$ cat src/rtl/ysyx_25030093_mem_arbiter_pkg.sv
// Shared types for the IFU/LSU memory arbiter.
// Holds the FSM state and owner encodings, the access-size codes and the latched request record.
// No logic; imported by the interface, the picker and the top.
package ysyx_25030093_arb_pkg;

  typedef enum logic [1:0] {
    IDLE     = 2'd0,
    BUSY_IFU = 2'd1,
    BUSY_LSU = 2'd2
  } state_t;

  typedef enum logic {
    OWN_IFU = 1'b0,
    OWN_LSU = 1'b1
  } owner_t;

  localparam logic [1:0] SZ_B = 2'd0;
  localparam logic [1:0] SZ_H = 2'd1;
  localparam logic [1:0] SZ_W = 2'd2;

  // Request fields captured at grant and replayed downstream while busy.
  typedef struct packed {
    logic [31:0] addr;
    logic [1:0]  size;
    logic        wen;
    logic [31:0] wdata;
    logic [3:0]  wmask;
  } mem_req_t;

endpackage

$ cat src/rtl/ysyx_25030093_mem_arbiter_if.sv
// Bundle of the IFU, LSU and downstream memory signals around the arbiter.
// slave = the arbiter's view; master = the core/memory environment around it.
// Handshake is request-held-until-response-pulse on both upstream ports.
interface ysyx_25030093_mem_arbiter_if;
  import ysyx_25030093_arb_pkg::*;

  logic        ifu_reqValid;
  logic [31:0] ifu_addr;
  logic        ifu_respValid;
  logic [31:0] ifu_rdata;

  logic        lsu_reqValid;
  logic [31:0] lsu_addr;
  logic [1:0]  lsu_size;
  logic        lsu_wen;
  logic [31:0] lsu_wdata;
  logic [3:0]  lsu_wmask;
  logic        lsu_respValid;
  logic [31:0] lsu_rdata;

  logic        mem_reqValid;
  logic [31:0] mem_addr;
  logic [1:0]  mem_size;
  logic        mem_wen;
  logic [31:0] mem_wdata;
  logic [3:0]  mem_wmask;
  logic        mem_respValid;
  logic [31:0] mem_rdata;

  logic        err_timeout;

  modport slave (
    input  ifu_reqValid, ifu_addr,
    input  lsu_reqValid, lsu_addr, lsu_size, lsu_wen, lsu_wdata, lsu_wmask,
    input  mem_respValid, mem_rdata,
    output ifu_respValid, ifu_rdata, lsu_respValid, lsu_rdata,
    output mem_reqValid, mem_addr, mem_size, mem_wen, mem_wdata, mem_wmask,
    output err_timeout
  );

  modport master (
    output ifu_reqValid, ifu_addr,
    output lsu_reqValid, lsu_addr, lsu_size, lsu_wen, lsu_wdata, lsu_wmask,
    output mem_respValid, mem_rdata,
    input  ifu_respValid, ifu_rdata, lsu_respValid, lsu_rdata,
    input  mem_reqValid, mem_addr, mem_size, mem_wen, mem_wdata, mem_wmask,
    input  err_timeout
  );

endinterface

$ cat src/rtl/ysyx_25030093_rr_pick.sv
// Two-way round-robin picker: on a tie the side that did not win last time is chosen.
// Purely combinational, zero latency.
// No backpressure of its own; the caller decides when the pick is consumed.
module ysyx_25030093_rr_pick
  import ysyx_25030093_arb_pkg::*;
(
  input  logic [1:0] req,
  input  owner_t     last,
  output logic       gnt_valid,
  output owner_t     gnt_id
);

  // Bit 0 is the IFU, bit 1 the LSU; a tie alternates against the previous winner.
  always_comb begin
    gnt_valid = |req;
    gnt_id    = OWN_IFU;
    if (req[0] && req[1]) begin
      gnt_id = (last == OWN_IFU) ? OWN_LSU : OWN_IFU;
    end else if (req[1]) begin
      gnt_id = OWN_LSU;
    end
  end

endmodule

$ cat src/rtl/ysyx_25030093_mem_arbiter.sv
// Shares one memory port between IFU fetches and LSU accesses, with a response timeout.
// Latency: request in cycle t -> mem_reqValid from t+1; response routed back in the same cycle.
// Backpressure: the loser's request is simply held off until the arbiter returns to IDLE.
module ysyx_25030093_mem_arbiter
  import ysyx_25030093_arb_pkg::*;
#(
  parameter int TIMEOUT_CYCLES = 1024,
  parameter int CNT_W          = 16
) (
  input  logic                         clock,
  input  logic                         reset,
  ysyx_25030093_mem_arbiter_if.slave   bus
);

  localparam bit             TO_EN   = (TIMEOUT_CYCLES != 0);
  localparam logic [CNT_W-1:0] TO_LAST = CNT_W'(TO_EN ? TIMEOUT_CYCLES - 1 : 0);

  state_t           state;
  state_t           state_nxt;
  owner_t           last_grant;
  mem_req_t         req_q;
  mem_req_t         grant_req;
  logic [CNT_W-1:0] cnt;
  logic             err_q;

  logic             gnt_valid;
  owner_t           gnt_id;
  logic             grant;
  logic             resp_hit;
  logic             to_hit;

  ysyx_25030093_rr_pick u_pick (
    .req       ({bus.lsu_reqValid, bus.ifu_reqValid}),
    .last      (last_grant),
    .gnt_valid (gnt_valid),
    .gnt_id    (gnt_id)
  );

  // Request record for whichever side the picker chose; IFU is always a 4-byte read.
  always_comb begin
    grant_req = '0;
    if (gnt_id == OWN_IFU) begin
      grant_req.addr = bus.ifu_addr;
      grant_req.size = SZ_W;
    end else begin
      grant_req.addr  = bus.lsu_addr;
      grant_req.size  = bus.lsu_size;
      grant_req.wen   = bus.lsu_wen;
      grant_req.wdata = bus.lsu_wdata;
      grant_req.wmask = bus.lsu_wmask;
    end
  end

  // State register; reset abandons any outstanding transaction.
  always_ff @(posedge clock) begin
    if (reset) begin
      state <= IDLE;
    end else begin
      state <= state_nxt;
    end
  end

  // Next state plus response routing; a real response beats a timeout in the same cycle.
  always_comb begin
    state_nxt         = state;
    grant             = 1'b0;
    resp_hit          = 1'b0;
    to_hit            = 1'b0;
    bus.ifu_respValid = 1'b0;
    bus.ifu_rdata     = '0;
    bus.lsu_respValid = 1'b0;
    bus.lsu_rdata     = '0;
    case (state)
      IDLE: begin
        if (gnt_valid) begin
          grant     = 1'b1;
          state_nxt = (gnt_id == OWN_IFU) ? BUSY_IFU : BUSY_LSU;
        end
      end
      BUSY_IFU, BUSY_LSU: begin
        if (bus.mem_respValid) begin
          resp_hit  = 1'b1;
          state_nxt = IDLE;
        end else if (TO_EN && (cnt == TO_LAST)) begin
          to_hit    = 1'b1;
          state_nxt = IDLE;
        end
      end
      default: state_nxt = IDLE;
    endcase
    if (state == BUSY_IFU) begin
      bus.ifu_respValid = resp_hit | to_hit;
      bus.ifu_rdata     = resp_hit ? bus.mem_rdata : '0;
    end
    if (state == BUSY_LSU) begin
      bus.lsu_respValid = resp_hit | to_hit;
      bus.lsu_rdata     = resp_hit ? bus.mem_rdata : '0;
    end
  end

  // Grant latch, round-robin history, timeout counter and sticky error flag.
  always_ff @(posedge clock) begin
    if (reset) begin
      req_q      <= '0;
      last_grant <= OWN_LSU;
      cnt        <= '0;
      err_q      <= 1'b0;
    end else begin
      if (grant) begin
        req_q      <= grant_req;
        last_grant <= gnt_id;
        cnt        <= '0;
      end else if ((state != IDLE) && !bus.mem_respValid) begin
        cnt <= cnt + CNT_W'(1);
      end
      if (to_hit) begin
        err_q <= 1'b1;
      end
    end
  end

  assign bus.mem_reqValid = (state != IDLE);
  assign bus.mem_addr     = req_q.addr;
  assign bus.mem_size     = req_q.size;
  assign bus.mem_wen      = req_q.wen;
  assign bus.mem_wdata    = req_q.wdata;
  assign bus.mem_wmask    = req_q.wmask;
  // Flag is visible in the timeout pulse cycle itself and held afterwards.
  assign bus.err_timeout  = err_q | to_hit;

endmodule

$ cat src/flat_wrapper.sv
// flat-port wrapper written by rule: the top's interface ports become plain ports
module ysyx_25030093_mem_arbiter_flat import ysyx_25030093_arb_pkg::*;
#(
  parameter int TIMEOUT_CYCLES = 1024,
  parameter int CNT_W          = 16
)
  (clock, reset, bus_ifu_reqValid, bus_ifu_addr, bus_lsu_reqValid, bus_lsu_addr, bus_lsu_size, bus_lsu_wen, bus_lsu_wdata, bus_lsu_wmask, bus_mem_respValid, bus_mem_rdata, bus_ifu_respValid, bus_ifu_rdata, bus_lsu_respValid, bus_lsu_rdata, bus_mem_reqValid, bus_mem_addr, bus_mem_size, bus_mem_wen, bus_mem_wdata, bus_mem_wmask, bus_err_timeout);
  ysyx_25030093_mem_arbiter_if bus_i ();
  input  logic clock;
  input  logic reset;
  input wire logic [$bits(bus_i.ifu_reqValid)-1:0] bus_ifu_reqValid;
  input wire logic [$bits(bus_i.ifu_addr)-1:0] bus_ifu_addr;
  input wire logic [$bits(bus_i.lsu_reqValid)-1:0] bus_lsu_reqValid;
  input wire logic [$bits(bus_i.lsu_addr)-1:0] bus_lsu_addr;
  input wire logic [$bits(bus_i.lsu_size)-1:0] bus_lsu_size;
  input wire logic [$bits(bus_i.lsu_wen)-1:0] bus_lsu_wen;
  input wire logic [$bits(bus_i.lsu_wdata)-1:0] bus_lsu_wdata;
  input wire logic [$bits(bus_i.lsu_wmask)-1:0] bus_lsu_wmask;
  input wire logic [$bits(bus_i.mem_respValid)-1:0] bus_mem_respValid;
  input wire logic [$bits(bus_i.mem_rdata)-1:0] bus_mem_rdata;
  output wire logic [$bits(bus_i.ifu_respValid)-1:0] bus_ifu_respValid;
  output wire logic [$bits(bus_i.ifu_rdata)-1:0] bus_ifu_rdata;
  output wire logic [$bits(bus_i.lsu_respValid)-1:0] bus_lsu_respValid;
  output wire logic [$bits(bus_i.lsu_rdata)-1:0] bus_lsu_rdata;
  output wire logic [$bits(bus_i.mem_reqValid)-1:0] bus_mem_reqValid;
  output wire logic [$bits(bus_i.mem_addr)-1:0] bus_mem_addr;
  output wire logic [$bits(bus_i.mem_size)-1:0] bus_mem_size;
  output wire logic [$bits(bus_i.mem_wen)-1:0] bus_mem_wen;
  output wire logic [$bits(bus_i.mem_wdata)-1:0] bus_mem_wdata;
  output wire logic [$bits(bus_i.mem_wmask)-1:0] bus_mem_wmask;
  output wire logic [$bits(bus_i.err_timeout)-1:0] bus_err_timeout;
  assign bus_i.ifu_reqValid = bus_ifu_reqValid;
  assign bus_i.ifu_addr = bus_ifu_addr;
  assign bus_i.lsu_reqValid = bus_lsu_reqValid;
  assign bus_i.lsu_addr = bus_lsu_addr;
  assign bus_i.lsu_size = bus_lsu_size;
  assign bus_i.lsu_wen = bus_lsu_wen;
  assign bus_i.lsu_wdata = bus_lsu_wdata;
  assign bus_i.lsu_wmask = bus_lsu_wmask;
  assign bus_i.mem_respValid = bus_mem_respValid;
  assign bus_i.mem_rdata = bus_mem_rdata;
  assign bus_ifu_respValid = bus_i.ifu_respValid;
  assign bus_ifu_rdata = bus_i.ifu_rdata;
  assign bus_lsu_respValid = bus_i.lsu_respValid;
  assign bus_lsu_rdata = bus_i.lsu_rdata;
  assign bus_mem_reqValid = bus_i.mem_reqValid;
  assign bus_mem_addr = bus_i.mem_addr;
  assign bus_mem_size = bus_i.mem_size;
  assign bus_mem_wen = bus_i.mem_wen;
  assign bus_mem_wdata = bus_i.mem_wdata;
  assign bus_mem_wmask = bus_i.mem_wmask;
  assign bus_err_timeout = bus_i.err_timeout;
  ysyx_25030093_mem_arbiter #(.TIMEOUT_CYCLES(TIMEOUT_CYCLES), .CNT_W(CNT_W)) u_core (.clock(clock), .reset(reset), .bus(bus_i));
endmodule
$ cat config.mk
export PLATFORM = sky130hd
export DESIGN_NAME = ysyx_25030093_mem_arbiter_flat
export DESIGN_NICKNAME = d
export VERILOG_FILES = /design/src/rtl/ysyx_25030093_mem_arbiter_pkg.sv /design/src/rtl/ysyx_25030093_mem_arbiter_if.sv /design/src/rtl/ysyx_25030093_rr_pick.sv /design/src/rtl/ysyx_25030093_mem_arbiter.sv /design/src/flat_wrapper.sv
export SDC_FILE = /design/constraint.sdc
export NUM_CORES = 1
export LEC_CHECK = 0
export ABC_AREA = 1
export BUFFER_PORTS_ARGS = -buffer_cell sky130_fd_sc_hd__buf_2
export CAP_MARGIN = 25
export CELL_PAD_IN_SITES_DETAIL_PLACEMENT = 1
export CELL_PAD_IN_SITES_GLOBAL_PLACEMENT = 2
export CORE_UTILIZATION = 21
export DETAILED_ROUTE_END_ITERATION = 10
export PLACE_DENSITY_LB_ADDON = 0.25
export SETUP_SLACK_MARGIN = 0.15
export SLEW_MARGIN = 15
export SYNTH_ARGS = -nofsm -noshare
export SYNTH_HDL_FRONTEND = slang
export SYNTH_SLANG_ARGS = --single-unit
$ cat constraint.sdc
create_clock -name clock -period 1.9 [get_ports clock]
set_input_delay 0.38 -clock clock [delete_from_list [all_inputs] [get_ports clock]]
set_output_delay 0.38 -clock clock [all_outputs]
set_load 0.02 [all_outputs]
==> flow_summary.json, run 1 <==
{
  "grt_pass1_vias": 5119,
  "hold_buffers": 0,
  "antenna_found_initial": 0,
  "synth.most_common_cell": "dfxtp_1",
  "pre_cts_ws_ps": 19.0,
  "core-area_sq_um": 19500,
  "worstPathRequired_ps": 1520,
  "hpwl_um": 12400,
  "synth_edf_count": 0,
  "rsz0062_at_grt": "true",
  "h-tree-depth": 3,
  "violations": "negative setup slack",
  "slew_headroom_pct": 75.1,
  "finalCriticalPeriod_ps": 2040,
  "synth_area_sq_um": 4200,
  "overflow": 0,
  "p_per_area_nw_per_um2": 784,
  "async_reset_ff_share_pct": 0,
  "cap_violations": 0,
  "drive_gt1_share_pct": 53.2,
  "yosys.area.top_type": "dfxtp_1",
  "post-route-period-util_pct": 107,
  "synth_seq_area_share_pct": 43.3,
  "setup_ws_ps": -136,
  "yosysWarnings": 0,
  "place_area_sq_um": 6220,
  "yosys-top-cells-area": "dfxtp_1, a32o_1, nor3_1, nor2_1, nand2_1",
  "grt_pass1_wl_um": 25800,
  "initial_core_util_pct": 21.5,
  "clkTransAtPathRegs_ps": 70,
  "drcViolationCount": 0,
  "cts_buffers": 9,
  "hp-class": "in2reg",
  "setup_violations": 67,
  "die_y_um": 143,
  "critPathLaunchType": "flop",
  "totalNegativeSetupSlack_ps": -6130,
  "slew_viol_final": 0,
  "fin_nets": 972,
  "first_pass_iters": 4,
  "avgSynthCellArea_sq_um": 7.87,
  "arrival_ps": 1660,
  "holdWs_ps": 271,
  "viasPerCell": 4.51,
  "p_leak_nw": 3.36,
  "synth_flop_cell": "dfxtp_1",
  "fill_cells": 2375,
  "num_rows": 51,
  "wl_per_cell_um": 15.3,
  "grtUsageTotal_pct": 16.0,
  "worst_slew_pin_slew_ps": 374,
  "cts_tree": "built",
  "synth.distinct_cells": 34,
  "ioPinCount": 279,
  "die_w_um": 143,
  "vias": 4957,
  "cts-root-buf": "clkbuf_16",
  "finalHoldViolations": 0,
  "area_growth_pct": 74.5,
  "drtIter0Drc": 100,
  "grt_max_degree": 36,
  "clk_latency_ps": 340,
  "gp_congestion": 0.715,
  "die_area_sq_um": 20600,
  "status": "complete, but fails checks",
  "fmaxAchievable_mhz": 491,
  "synth.ff_latch_count": 91,
  "synth_cells": 534,
  "crit_type": "reg2out",
  "synth_nets": 678,
  "irDropWorstVdd_v": 0.000346,
  "ant_nets": 0,
  "r2r_slack_ps": 150,
  "cts.sinks": 91,
  "cts.path.max_buffers": 2,
  "synth_commonest_cells": "dfxtp_1, nor2_1, nand2_1",
  "critPathMaxFanout": 8,
  "final_util_pct": 37.6,
  "synth_top_area_share_pct": 43.3,
  "skew_ps": 6.09,
  "wirelength_um": 16800,
  "design_area_sq_um": 7330,
  "cp-end-kind": "primary output",
  "io_buffers": 278
}
-- worst max-delay path: stages (launching register included) --
cell and delay (ps):
dfxtp_2 340, buf_6 110, ha_4 130, clkinvlp_4 100, buf_12 160, buf_12 150, nor3_4 180, buf_6 140
-- final cells by class --
class / count / area, sq um / share of cell area, %
antenna: 2 / 5.00 / 0.0682
multi-input combinational: 348 / 2500 / 34.1
clock inverter: 4 / 75.1 / 1.02
sequential: 91 / 1820 / 24.9
clock buffer: 12 / 236 / 3.22
inverter: 57 / 224 / 3.05
timing repair buffer: 321 / 2140 / 29.2
tap: 265 / 332 / 4.52
-- layout by cell type, fill, tap and decap left out, types with 3 or more instances in the layout --
master | netlist | final
nor2_4 | 4 | 6
buf_12 | 0 | 8
inv_1 | 51 | 46
nand4_1 | 3 | 3
clkinvlp_4 | 0 | 3
nand2_1 | 68 | 64
o31ai_1 | 32 | 32
nor3_4 | 0 | 22
o21ai_0 | 6 | 6
a21oi_1 | 16 | 14
nand2_2 | 6 | 8
buf_4 | 4 | 68
buf_2 | 12 | 212
buf_6 | 6 | 30
clkbuf_1 | 10 | 3
a32o_1 | 38 | 38
inv_2 | 5 | 7
nor3_2 | 2 | 43
nor2_1 | 84 | 81
nor2_2 | 4 | 5
dfxtp_1 | 91 | 89
nand3_1 | 5 | 4
clkbuf_16 | 0 | 9
-- cell families (layout without fill, tap and decap cells) --
family / count (synthesis) / after routing / synth area share (%)
other cells: 0 / 2 / 0
fa+ha+maj: 4 / 4 / 1.19
buf+inv: 95 / 394 / 10.3
flops: 91 / 91 / 43.3
compound gates: 97 / 97 / 18.3
simple gates: 247 / 247 / 26.8
-- metal layers --
| metal | GRT usage [%] | share of wire (%) | wire, um | up-vias |
|---|---|---|---|---|
| li1 | - | - | - | 2405 |
| met1 | 17.1 | 38 | 6410 | 2338 |
| met2 | 29.1 | 51 | 8620 | 198 |
| met3 | 5.13 | 8.8 | 1480 | 16 |
| met4 | 5.99 | 1.6 | 275 | 0 |
| met5 | 0 | 0 | 0 | - |
-- metrics by stage --
stage	std cells	power, mW
global placement	1066	3.56
CTS	1095	5.78
floorplan	534	3.02
detailed placement	1066	3.60
finish	1100	5.75
global route	1098	6.05
-- sequential cells by signal, indices dropped and copies added (netlist names) --
signal	cells
u_core.state	2
u_core.cnt	16
u_core.bus.mem_size	2
u_core.err_q	1
u_core.bus.mem_wmask	4
u_core.bus.mem_addr	32
u_core.last_grant	1
u_core.bus.mem_wen	1
u_core.bus.mem_wdata	32
-- report_power, final --
group / leakage (nW) / switching (mW) / internal (mW)
logic: 2.47 / 1.02 / 0.644
registers: 0.746 / 0.0833 / 2.07
clock network: 0.143 / 0.769 / 1.16
total: 3.36 / 1.87 / 3.87
-- worst paths after layout --
path | endpoint | cells after the start | startpoint
worst max-delay path | bus_ifu_rdata[20] | 7 | u_core.state[0]$_SDFFE_PP0P_
worst min-delay path | u_core.state[1]$_SDFFE_PP0P_ | 2 | reset
worst max register to register | u_core.state[0]$_SDFFE_PP0P_ | 12 | u_core.state[1]$_SDFFE_PP0P_
worst min register to register | u_core.bus.mem_addr[9]$_SDFFE_PP0P_ | 2 | u_core.bus.mem_addr[9]$_SDFFE_PP0P_
-- timing repair --
action / 4_1_cts / 5_1_grt
gates resized for setup: 140 / 28
setup buffers: 11 / 3
pin swaps: 9 / 3
cloned: 2 / 0
setup endpoints to repair: 71 / 69
Power figures use the tool's default switching activity.
==> run 2: changes to the inputs <==
--- a/config.mk
+++ b/config.mk
@@ -14,7 +14,7 @@
 export DETAILED_ROUTE_END_ITERATION = 10
 export PLACE_DENSITY_LB_ADDON = 0.25
 export SETUP_SLACK_MARGIN = 0.15
-export SLEW_MARGIN = 15
+export SKIP_LAST_GASP = 1
 export SYNTH_ARGS = -nofsm -noshare
 export SYNTH_HDL_FRONTEND = slang
 export SYNTH_SLANG_ARGS = --single-unit
==> run 2 against run 1 <==
  * The run still ends with negative setup slack left
  * Critical path depth stayed put
  * Cell count is 0.18% higher
  * Clock-buffer cell count stayed put
  * Die area stayed put
  * Largest cell class unchanged
  * Largest power group unchanged
==> flow_summary.json, run 2 (synthesis gave the netlist of run 1 again) <==
{
  "multiInputGateArea_sq_um": 2470,
  "p_clk_share_pct": 33.4,
  "hp-class": "in2reg",
  "power.internal_mw": 3.89,
  "violations": "negative setup slack",
  "area_growth_pct": 74.5,
  "viasPerCell": 4.51,
  "r2r_end": "u_core.state[0]$_SDFFE_PP0P_",
  "cap_violations": 0,
  "core-area_sq_um": 19500,
  "setup_violations": 67,
  "cts_tree": "built",
  "design_area_sq_um": 7330,
  "p_sw_share_pct": 32.6,
  "antenna_found_initial": 0,
  "combinationalPowerShare_pct": 29.2,
  "p_seq_share_pct": 37.4,
  "rsz0062_at_grt": "true",
  "p_sw_mw": 1.88,
  "drtIter0Drc": 109,
  "cts-root-buf": "clkbuf_16",
  "initial_core_util_pct": 21.5,
  "fill_cells": 2370,
  "critPathMaxFanout": 8,
  "finalHoldViolations": 0,
  "crit-reg2reg-launch": "u_core.state[1]$_SDFFE_PP0P_",
  "cts_buffers": 9,
  "post-route-period-util_pct": 107,
  "num_rows": 51,
  "layout_common_cells": "buf_2, dfxtp_1, nor2_1",
  "worst_slew_pin_slew_ps": 373,
  "h-tree-depth": 3,
  "fin_nets": 974,
  "layout_commonest_cell": "buf_2",
  "p_leak_nw": 3.36,
  "cts.path.max_buffers": 2,
  "grt_pass1_vias": 5125,
  "die_w_um": 143,
  "crit_type": "reg2out",
  "clkTransAtPathRegs_ps": 70,
  "critPathLaunchType": "flop",
  "hold_end": "u_core.state[1]$_SDFFE_PP0P_",
  "r2r_slack_ps": 150,
  "place_area_sq_um": 6220,
  "holdPathStages": 2,
  "wl_per_cell_um": 15.6,
  "slew_viol_final": 0,
  "dp.cells": 1066,
  "hpwl_um": 12400,
  "power.total_mw": 5.77,
  "finalCriticalPeriod_ps": 2040,
  "grt_max_degree": 36,
  "hold_start": "reset",
  "drcViolationCount": 0,
  "grt_pass1_wl_um": 25800,
  "clk_latency_ps": 340,
  "cts.sinks": 91,
  "die_area_sq_um": 20600,
  "ant_nets": 0,
  "first_pass_iters": 4,
  "gp_congestion": 0.715,
  "worstRegToRegCells": 12,
  "fin_cells": 1102,
  "fmaxAchievable_mhz": 490,
  "hold_buffers": 0,
  "p_per_area_nw_per_um2": 786,
  "ioPinCount": 279,
  "status": "complete, but fails checks",
  "arrival_ps": 1660,
  "drive_gt1_share_pct": 53.2,
  "holdWs_ps": 271,
  "regArea_sq_um": 1820,
  "wirelength_um": 17200,
  "worstPathRequired_ps": 1520,
  "slew_headroom_pct": 75.1,
  "vias": 4971,
  "skew_ps": 6.15,
  "setup_ws_ps": -139,
  "cp-end-kind": "primary output",
  "io_buffers": 278,
  "die_y_um": 143,
  "pre_cts_ws_ps": 19.0,
  "overflow": 0,
  "grtUsageTotal_pct": 16.0,
  "irDropWorstVdd_v": 0.000346
}
[run 2: metal layers]
metal	GRT usage, %	vias to the layer above	share of wire (%)
li1	-	2410	-
met2	29.0	191	52
met3	5.23	16	8.6
met4	5.99	0	1.6
met1	17.1	2354	38
met5	0	-	0
[run 2: how the worst max path moves through the flow]
stage	end	start
floorplan	bus_ifu_rdata[10]	u_core.state[0]$_SDFFE_PP0P_
global placement	bus_ifu_respValid	u_core.state[0]$_SDFFE_PP0P_
detailed placement	bus_ifu_respValid	u_core.state[0]$_SDFFE_PP0P_
CTS	bus_ifu_respValid	u_core.state[1]$_SDFFE_PP0P_
global route	bus_ifu_rdata[27]	u_core.state[0]$_SDFFE_PP0P_
finish	bus_ifu_rdata[20]	u_core.state[0]$_SDFFE_PP0P_
[run 2: final cells by class]
cell class	instances	area share (%)
Tap cell	265	4.52
Clock buffer	12	3.22
Inverter	57	3.04
Timing Repair Buffer	323	29.5
Multi-Input combinational cell	348	33.7
Antenna cell	2	0.0682
Clock inverter	4	1.02
Sequential cell	91	24.9
[run 2: critical path, cell delays in order, from the launching register on]
cell        delay, ps
dfxtp_2           340
buf_6             110
ha_4              130
clkinvlp_4        100
buf_12            160
buf_12            150
nor3_4            180
buf_6             140
[run 2: repair_timing]
item                                    in CTS  in global routing
setup buffers                               11                  3
endpoints found under the setup margin      71                 69
pin swaps                                    9                  3
resized for setup                          131                 30
gates cloned                                 2                  2
[run 2: power groups by stage]
stage          logic, mW  registers (mW)  clock network [mW]
2_1_floorplan      0.636            2.38                   0
3_3_place_gp        1.37            2.19                   0
3_5_place_dp        1.40            2.20                   0
4_1_cts             1.62            2.16                1.99
5_1_grt             1.81            2.18                2.07
6_report            1.68            2.16                1.93
[run 2: through the flow]
stage / TNS, ps / utilization (%)
final: -6240 / 37.6
after global routing: -11300 / 37.5
after CTS: -7710 / 36.5
after detailed placement: 0 / 31.9
after global placement: 0 / 31.9
after floorplan: 0 / -
==> run 3: changes to the inputs <==
--- a/config.mk
+++ b/config.mk
@@ -13,7 +13,7 @@
 export CORE_UTILIZATION = 21
 export DETAILED_ROUTE_END_ITERATION = 10
 export PLACE_DENSITY_LB_ADDON = 0.25
-export SETUP_SLACK_MARGIN = 0.15
+export SETUP_SLACK_MARGIN = 0.4
 export SKIP_LAST_GASP = 1
 export SYNTH_ARGS = -nofsm -noshare
 export SYNTH_HDL_FRONTEND = slang
==> constraint.sdc (replaced) <==
create_clock -name clock -period 1.9 [get_ports clock]
set_input_delay 0.095 -clock clock [delete_from_list [all_inputs] [get_ports clock]]
set_output_delay 0.095 -clock clock [all_outputs]
set_load 0.02 [all_outputs]
==> run 3 against run 2 <==
  * The flow now finishes without violations
  * Final area decreased by 2.0%
  * Critical path depth shrank 1
  * First-iteration DRC count increased by 29%
  * Wire length rose by 1.9%
  * Via count increased by 1.7%
  * Clock power is 3% higher
  * Critical endpoint is now bus_lsu_rdata[14]
==> flow_summary.json, run 3 (synthesis gave the netlist of run 1 again) <==
{
  "first_pass_iters": 4,
  "cp-end-kind": "primary output",
  "worst_slew_pin_slew_ps": 435,
  "hp-class": "in2reg",
  "finalHoldViolations": 0,
  "drcViolationCount": 0,
  "skew_ps": 7.84,
  "totalNegativeSetupSlack_ps": 0,
  "rsz0062_at_grt": "true",
  "ant_nets": 0,
  "num_rows": 51,
  "setup_violations": 0,
  "layout_common_cells": "buf_2, dfxtp_1, nor2_1",
  "worstPathRequired_ps": 1800,
  "drive_gt1_share_pct": 47.4,
  "crit-reg2reg-launch": "u_core.state[1]$_SDFFE_PP0P_",
  "critPathMaxFanout": 33,
  "layout_commonest_cell": "buf_2",
  "irDropWorstVdd_v": 0.000490,
  "cp-startpoint": "u_core.state[1]$_SDFFE_PP0P_",
  "cts_tree": "built",
  "clk_latency_ps": 350,
  "cp_cell_sequence": "inv_2 -> ha_4 -> nand2_4 -> buf_12 -> nor3_1 -> buf_2",
  "vias": 5056,
  "grt_max_degree": 39,
  "cts-root-buf": "clkbuf_16",
  "critPathLaunchType": "flop",
  "die_area_sq_um": 20600,
  "wl_per_cell_um": 15.6,
  "hold_end": "u_core.bus.mem_wdata[20]$_SDFFE_PP0P_",
  "slew_headroom_pct": 71.0,
  "crit_buf_inv": 3,
  "p_leak_nw": 3.31,
  "worstRegToRegCells": 7,
  "hold_start": "bus_lsu_wdata[20]",
  "crit_type": "reg2out",
  "ioPinCount": 279,
  "r2r_end": "u_core.bus.mem_wdata[14]$_SDFFE_PP0P_",
  "r2r_slack_ps": 380,
  "fill_cells": 2420,
  "hpwl_um": 12000,
  "h-tree-depth": 3,
  "p_per_area_nw_per_um2": 791,
  "cap_violations": 0,
  "core-area_sq_um": 19500,
  "critical-path-max-stage-delay_ps": 350,
  "die_w_um": 143,
  "drtIter0Drc": 141,
  "holdPathStages": 2,
  "cts.sinks": 91,
  "grt_pass1_wl_um": 25700,
  "final_util_pct": 36.8,
  "status": "finished, final reports clean",
  "initial_core_util_pct": 21.5,
  "area_growth_pct": 71.0,
  "fmaxAchievable_mhz": 562,
  "arrival_ps": 1680,
  "io_buffers": 278,
  "slew_viol_final": 0,
  "cts.path.max_buffers": 2,
  "clkTransAtPathRegs_ps": 70,
  "holdWs_ps": 2.62,
  "finalCriticalPeriod_ps": 1780,
  "gp_congestion": 0.755,
  "grt_pass1_vias": 5138,
  "wirelength_um": 17500,
  "fin_nets": 990,
  "cts_buffers": 9,
  "die_y_um": 143,
  "grtUsageTotal_pct": 16.0,
  "power.total_mw": 5.68,
  "viasPerCell": 4.52,
  "cp_top_family": "buffers and inverters",
  "antenna_found_initial": 2,
  "cp_slowest_cell": "dfxtp_2",
  "overflow": 0,
  "post-route-period-util_pct": 93.7
}
run 3: repair_timing:
| action | CTS | global route |
|---|---|---|
| setup buffers | 5 | 5 |
| gates resized for setup | 57 | 84 |
| gates cloned | 2 | 1 |
| pin swaps | 10 | 6 |
| endpoints found under the hold margin | 39 | 0 |
| endpoints found under the setup margin | 155 | 88 |
| hold buffers | 37 | 0 |
run 3: report_power, final:
| group | leakage (nW) | internal (mW) | switching [mW] | total, mW |
|---|---|---|---|---|
| sequential | 0.748 | 2.07 | 0.0847 | 2.16 |
| clock | 0.157 | 1.17 | 0.822 | 1.99 |
| combinational | 2.41 | 0.604 | 0.933 | 1.54 |
run 3: per-layer routing:
layer | track usage [%] | share of wire (%) | vias up
met5 | 0 | 0 | -
met4 | 7.00 | 1.7 | 0
met3 | 5.10 | 8.9 | 18
met2 | 30.0 | 52 | 198
met1 | 16.1 | 37 | 2395
li1 | - | - | 2445
run 3: worst register-to-register path: stages, from the launching register on:
cell     delay [ps]
dfxtp_2         340
inv_2            80
ha_4            160
buf_4           130
inv_1            80
nor2_2          230
buf_12          230
a32o_1          230
run 3: through the flow:
stage                     setup WS, ps  cell area (sq um)  instances
after global placement             296               5860       1050
after floorplan                    250               4200        534
after detailed placement           208               5860       1050
final                              121               7190       1118
after global routing              25.8               7180       1117
after CTS                          134               6820       1110
run 3: final cells by class:
class,instances,area [sq um],area share [%]
multi-input combinational,348,2240,31.2
sequential,91,1830,25.5
tap,265,332,4.61
clock inverter,7,98.8,1.38
antenna,2,5.00,0.0696
inverter,57,229,3.19
timing repair buffer,339,2220,31.0
clock buffer,9,225,3.13
run 3: worst max-delay path by stage:
stage          slack, ps  cells after the start                     endpoint
6_report             120                      6            bus_lsu_rdata[14]
5_1_grt               30                      6            bus_ifu_rdata[11]
4_1_cts              130                      6            bus_ifu_rdata[19]
3_5_place_dp         210                      8   u_core.cnt[7]$_SDFFE_PP0P_
3_3_place_gp         300                     10  u_core.cnt[11]$_SDFFE_PP0P_
2_1_floorplan        250                      6            bus_ifu_rdata[22]
